[config.mk]
export PLATFORM = sky130hd
export DESIGN_NAME = codec_intf
export DESIGN_NICKNAME = d
export VERILOG_FILES = /design/src/rtl/eq_pkg.sv /design/src/rtl/codec_clk_gen.sv /design/src/rtl/codec_intf.sv
export SDC_FILE = /design/constraint.sdc
export NUM_CORES = 1
export LEC_CHECK = 0
export CELL_PAD_IN_SITES_DETAIL_PLACEMENT = 1
export CELL_PAD_IN_SITES_GLOBAL_PLACEMENT = 1
export CORE_UTILIZATION = 36
export CTS_CLUSTER_SIZE = 16
export DETAILED_ROUTE_END_ITERATION = 16
export HOLD_SLACK_MARGIN = 0.05
export PLACE_DENSITY = 0.75
export SETUP_SLACK_MARGIN = 0.1
export SLEW_MARGIN = 10
export SYNTH_ARGS = -nofsm -noshare
export SYNTH_HDL_FRONTEND = slang
export SYNTH_SLANG_ARGS = --single-unit
[constraint.sdc]
create_clock -name clk -period 2 [get_ports clk]
set_input_delay 0.2 -clock clk [delete_from_list [all_inputs] [get_ports clk]]
set_output_delay 0.2 -clock clk [all_outputs]
set_load 0.01 [all_outputs]
[src/rtl/eq_pkg.sv]
// eq_pkg: shared widths, codec frame decode constants and codec FSM states
package eq_pkg;
  localparam int SMPL_W = 16;
  localparam int CNT_W = 10;
  localparam logic [4:0] C_RX = 5'h0F;
  localparam logic [4:0] C_TX = 5'h1F;
  localparam logic [CNT_W-1:0] C_LFT_END = 10'h1EF;
  localparam logic [CNT_W-1:0] C_RHT_END = 10'h3EF;
  localparam logic [CNT_W-1:0] C_HALF_END = 10'h1FF;
  localparam logic [CNT_W-1:0] C_FRM_END = 10'h3FF;
  typedef enum logic {WAIT, RUN} codec_state_t;
endpackage

[src/rtl/codec_clk_gen.sv]
// codec_clk_gen: frame counter, registered codec clocks and frame-position strobes
module codec_clk_gen
  import eq_pkg::*;
(
  input  logic             clk,
  input  logic             rst_n,
  output logic [CNT_W-1:0] cnt,
  output logic             MCLK,
  output logic             SCLK,
  output logic             LRCLK,
  output logic             rx_smpl,
  output logic             tx_shft,
  output logic             lft_ld,
  output logic             rht_ld,
  output logic             frm_end
);
  logic [CNT_W-1:0] cnt_nxt;
  assign cnt_nxt = cnt + CNT_W'(1);
  // clocks register the next count so they track cnt in the same cycle
  always_ff @(posedge clk) begin
    if (!rst_n) begin
      cnt <= '0;
      MCLK <= 1'b0;
      SCLK <= 1'b0;
      LRCLK <= 1'b0;
    end else begin
      cnt <= cnt_nxt;
      MCLK <= cnt_nxt[1];
      SCLK <= cnt_nxt[4];
      LRCLK <= cnt_nxt[9];
    end
  end
  assign rx_smpl = cnt[4:0] == C_RX;
  assign tx_shft = cnt[4:0] == C_TX && cnt[8:5] != 4'hF;
  assign lft_ld = cnt == C_LFT_END;
  assign rht_ld = cnt == C_RHT_END;
  assign frm_end = cnt == C_FRM_END;
endmodule

[src/rtl/codec_intf.sv]
// codec_intf: codec clock generation, left-justified ADC deserializer and DAC serializer
// with a startup hold-off that suppresses valid and silences the DAC for the first frames
module codec_intf
  import eq_pkg::*;
#(
  parameter int STARTUP_FRAMES = 2
) (
  input  logic                     clk,
  input  logic                     rst_n,
  input  logic                     SDout,
  input  logic signed [SMPL_W-1:0] lft_out,
  input  logic signed [SMPL_W-1:0] rht_out,
  output logic                     MCLK,
  output logic                     SCLK,
  output logic                     LRCLK,
  output logic                     SDin,
  output logic signed [SMPL_W-1:0] lft_in,
  output logic signed [SMPL_W-1:0] rht_in,
  output logic                     valid
);
  logic [CNT_W-1:0] cnt;
  logic rx_smpl, tx_shft, lft_ld, rht_ld, frm_end, half_end, nxt_run;
  logic [3:0] frm_cnt;
  logic [SMPL_W-1:0] rx, rx_nxt, hold, tx, rbuf;
  codec_state_t state;
  codec_clk_gen u_clk (
    .clk(clk), .rst_n(rst_n), .cnt(cnt), .MCLK(MCLK), .SCLK(SCLK), .LRCLK(LRCLK),
    .rx_smpl(rx_smpl), .tx_shft(tx_shft), .lft_ld(lft_ld), .rht_ld(rht_ld), .frm_end(frm_end)
  );
  assign half_end = cnt == C_HALF_END;
  assign rx_nxt = {rx[SMPL_W-2:0], SDout};
  assign nxt_run = state == RUN || (frm_end && frm_cnt == 4'(STARTUP_FRAMES - 1));
  assign SDin = tx[SMPL_W-1];
  // holding registers take rx_nxt so the bit sampled on the same edge is included
  always_ff @(posedge clk) begin
    if (!rst_n) begin
      state <= WAIT;
      frm_cnt <= '0;
      rx <= '0;
      hold <= '0;
      tx <= '0;
      rbuf <= '0;
      lft_in <= '0;
      rht_in <= '0;
      valid <= 1'b0;
    end else begin
      state <= nxt_run ? RUN : WAIT;
      if (frm_end && state == WAIT) frm_cnt <= frm_cnt + 4'd1;
      if (rx_smpl) rx <= rx_nxt;
      if (lft_ld) hold <= rx_nxt;
      valid <= rht_ld && state == RUN;
      if (rht_ld && state == RUN) begin
        lft_in <= hold;
        rht_in <= rx_nxt;
      end
      tx <= frm_end ? (nxt_run ? lft_out : '0) :
            half_end ? (state == RUN ? rbuf : '0) :
            tx_shft ? tx << 1 : tx;
      if (frm_end) rbuf <= nxt_run ? rht_out : '0;
    end
  end
endmodule

# After elaboration in Yosys (flattened, before gate mapping)
# Index checks and enable logic that the tools add are counted.
# classes
add_sub_neg,2
multipliers,0
n_div,0
order_cmp,0
n_eq_ne,8
shifts,0
mux,7
n_bitwise,1
n_reduce_logical,6
# op_table
operator,n
16-bit two-way mux,6
"10-bit equality test, second input constant",2
"10-bit by 9-bit equality test with 1-bit output, second input constant",2
"10-bit by 1-bit adder with 10-bit output, second input constant",1
"5-bit by 4-bit equality test with 1-bit output, second input constant",1
"5-bit equality test, second input constant",1
"4-bit by 1-bit adder with 4-bit output, second input constant",1
"4-bit by 1-bit equality test with 1-bit output, second input constant",1
1-bit logical AND,4
"4-bit != test, second input constant",1
3-bit nonzero test,1
1-bit logical OR,1
1-bit two-way mux,1
1-bit inverter,1
# word_totals
register_bits,114
latch_bits,0
ram_bits,0
rom_bits,0
input_bits,35
n_memories,0

# Longest topological paths before layout
# Gate-level depths: netlist of run 1.
# logic_depth
depth_word,5
depth_mapped,9
ltp_nobuf,7

# Hierarchy
# Synthesis of run 1 repeated with hierarchy kept, for this count alone.
# hier_totals
hier_cells,576
area_unflattened_um2,5037.3
# modules_own_cells
mod,n_inst,cells_per_inst,area_per_inst_um2
codec_intf,1,522,4573.1
codec_clk_gen,1,54,464.2

# Worst setup path after synthesis of run 1
# No wires, ideal clock.
# synth_timing
path_type,reg-to-reg
start,reg u_clk.cnt[1]
end,reg tx[10]
t_arrival_ns,1.847
t_required_ns,1.935
slack_ns,0.088
path_stages_with_launch,10
period_less_slack_ns,1.912
cell_sequence,dfxtp_1 ha_1 nand3_1 inv_1 ha_1 clkbuf_1 mux2_2 clkbuf_1 o21ai_0 nor2_1
# synth_via
elab_chain_cells,5
elab_cells_between_ends,10
classes_between,3 x eq/ne; 3 x mux; 4 x reduce/logical
# synth_rtl
item,line_no,source
start: declaration,codec_clk_gen.sv:7,"output logic [CNT_W-1:0] cnt,"
start signal: assignment,codec_clk_gen.sv:27,cnt <= cnt_nxt;
10-bit equality test,codec_clk_gen.sv:37,assign frm_end = cnt == C_FRM_END;
1-bit logical AND,codec_intf.sv:32,assign nxt_run = state == RUN || (frm_end && frm_cnt == 4'(STARTUP_FRAMES - 1));
1-bit logical OR,codec_intf.sv:32,
16-bit two-way mux (2 in a row),codec_intf.sv:56,tx <= frm_end ? (nxt_run ? lft_out : '0) :
end signal: assignment,codec_intf.sv:56,
end: declaration,codec_intf.sv:24,"logic [SMPL_W-1:0] rx, rx_nxt, hold, tx, rbuf;"
# Parallel ways exist; a longest one is shown, timed or not.
# A chain may end at the register's enable or synchronous reset.

# Worst setup path after layout of run 1
# layout_timing
start,reg u_clk.cnt[1]
end,reg tx[4]
# The elaborated chain is that of the path after synthesis.

==> results of run 1 <==
worst max-delay path, stage by stage, from the launching register on:
cell	delay, ps
dfxtp_2	340
ha_2	210
nand3_1	90
buf_4	130
inv_1	50
ha_1	210
mux2_4	380
o21ai_0	210
nor2_1	70
sequential cells by signal, indices dropped and copies added (netlist names), 4 cells and up:
register and cells:
tx 16, hold 16, u_clk.cnt 9, rbuf 16
rx 15, rht_in 16, frm_cnt 4, lft_in 16
per-layer routing:
layer	wire, µm	share of wire [%]	vias to the layer above	global-route usage [%]
met5	0	0	-	0
met4	80	0.76	0	5.07
met3	338	3.2	6	2.38
met2	5050	48	70	28.9
met1	5090	48	1718	22.3
li1	-	-	1795	-
area by class of cell:
type | count | area (µm²) | area share, %
Sequential cell | 111 | 2230 | 40.4
Clock inverter | 5 | 43.8 | 0.795
Timing Repair Buffer | 87 | 880 | 16.0
Inverter | 5 | 18.8 | 0.341
Clock buffer | 10 | 229 | 4.16
Tap cell | 143 | 179 | 3.25
Multi-Input combinational cell | 317 | 1930 | 35.1
report_power, final:
group / internal (mW) / leakage [nW] / switching (mW) / total (mW)
Combinational: 0.0739 / 0.950 / 0.0628 / 0.137
Clock: 0.854 / 0.127 / 0.831 / 1.69
Sequential: 2.21 / 0.895 / 0.00593 / 2.22
Total: 3.14 / 1.97 / 0.900 / 4.04
metrics by stage:
| stage | utilization, % | hold WS (ps) | setup WS (ps) |
|---|---|---|---|
| final | 47.4 | 417 | 207 |
| after global routing | 47.4 | 442 | 93.7 |
| after CTS | 47.3 | 417 | 107 |
| after detailed placement | 44.6 | 455 | 23.3 |
| after global placement | 44.6 | 440 | 111 |
| after floorplan | - | 330 | 129 |
path summary, 6_finish.rpt:
| path | endpoint | slack, ps | cells after the start |
|---|---|---|---|
| worst max register to register | tx[4] | 210 | 8 |
| worst min register to register | u_clk.cnt[0] | 430 | 1 |
| worst min-delay path | u_clk.cnt[0] | 420 | 4 |
| worst max-delay path | tx[4] | 210 | 8 |
cell usage in the layout, fill, tap and decap left out, types with 16 or more instances in the layout:
master           Yosys  final
o21ai_0             25     23
nand2_1             36     36
o21ai_1             40     42
nand3_1             51     51
dfxtp_1            111    108
clkdlybuf4s50_1      0     70
nand3b_1            16     16
nor2_1              45     45
cells by family after synthesis:
logic type               count (synthesis)
buffers and inverters                   46
adder cells (fa/ha/maj)                  5
AO/OA/AOI/OAI                          118
XOR/XNOR                                 9
multiplexers                            16
AND/OR/NAND/NOR                        169
flip-flops                             111
what timing repair did:
action | CTS | global route
endpoints found under the setup margin | 36 | 64
cloned | 1 | 0
resized for setup | 3 | 8
pin swaps | 0 | 1
==> impl_metrics.toml, run 1 <==
[synth]
syn_area_mm2 = 0.00437
synth_top_flop_cell = "dfxtp_1"
yosysWarningCount = 0
synth_seq_area_share_pct = 50.9
syn_area_per_cell_um2 = 9.21
synth-async-reset-ratio_pct = 0
yosys.area.top_type = "dfxtp_1"
yosys.area_share.simple_pct = 19.6
synth_xor_xnor_area_share_pct = 1.81
synth-seq-cells = 111
yosys-mux-area-fraction_pct = 3.70
synth_nets = 514
synth_top_family_by_area = "simple AND/OR/NAND/NOR gates"
synth.distinct_cells = 38
synth-edff-count = 0
ys_top_cells_by_area = "dfxtp_1 51%, nand3_1 5.8%, o21ai_1 4.6%, nor2_1 3.9%, mux2i_1 3.4%"
synth_cells = 474
synth_fa_ha_area_share_pct = 1.43
ys_top_cells_by_count = "111 x dfxtp_1, 51 x nand3_1, 45 x nor2_1, 40 x o21ai_1, 36 x nand2_1"
netlist.area_leader.share_pct = 50.9
post-synth-top-count-cell = "dfxtp_1"
synth-compound-area-share_pct = 17.3

[global_route]
grt_pass1_vias = 3480
grt-ovfl-total = 0
grt_max_degree = 60
grt_pass1_wl_mm = 17.2
track_usage_pct = 16.9
grt_antenna_before_repair = 0

[cells_and_area]
fin_cells = 678
fillers = 1320
syn2layout_area_growth_pct = 26.2
drive_above_1_share_pct = 8.41
final_nets = 571
num_antenna_cells = 0
stdcell_area_mm2 = 0.00551

[drt]
dr.pass1.iters = 12
wl_mm = 10.6
drcViolationCount = 3
drt_iter0_markers = 127
vias_per_cell = 5.29
vias = 3589
ant_nets = 0
wl_per_cell_um = 15.6

[floorplan]
io_pins = 72
fp-row-count = 39
die_x_um = 112
initial_core_util_pct = 37.6
core_area_mm2 = 0.0116
die-area_mm2 = 0.0126
die_h_um = 112

[power]
cellLeakagePower_nw = 1.97
p_total_mw = 4.04
power_density_mw_per_mm2 = 733
irDropWorstVdd_uv = 550

[run_status]
violations = "design-rule violations"
status = "complete, but fails checks"

[placed_design]
routabilityCongestion = 0.775
numPlacedInstances = 662
placed_cell_area_mm2 = 0.00518
io_buffers = 71
dp_hpwl_mm = 7.02

[clocking]
cts.clk_slew.worst_paths_ps = 80
cts_hold_buf = 0
clockRootBuffer = "clkbuf_16"
tritoncts = "built"
cts.sinks = 111
htreeDepth = 3
cts_buffers = 9
clock_latency_ps = 340
cts_setup_buffers = 0
clockBufferDepth = 2

[sta]
finalCritPeriodShare_pct = 89.7
rsz0062_at_grt = "yes"
finalSetupViolations = 0
report.final.slew_viol_count = 0
hold_viol = 0
worst_pin_slew_ps = 704
tns_ps = 0
relSlewSlack_pct = 52.9
max_freq_mhz = 558
layout_min_cycle_time_ps = 1790
fin_skew_ps = 10.9

[critical_path]
start_kind = "flip-flop"
path_class = "flip-flop to flip-flop"
worstSetupStartpoint = "u_clk.cnt[1]"
cp-end-kind = "flip-flop"
critPathRequiredTime_ps = 2230
crit_fanout = 16
rr_startpoint = "u_clk.cnt[1]"
arrival_ps = 2020

[min_path]
min_from = "rst_n"
hold_class = "primary input to flip-flop"

[flow_run]
cap_violations = 0
No activity file was read; power rests on OpenSTA's default activity.
==> run 2: changes to the inputs <==
SLEW_MARGIN = 20   (was 10)
==> results of run 2 <==
No change in the layout: final DEF, timing and power equal those of run 1.
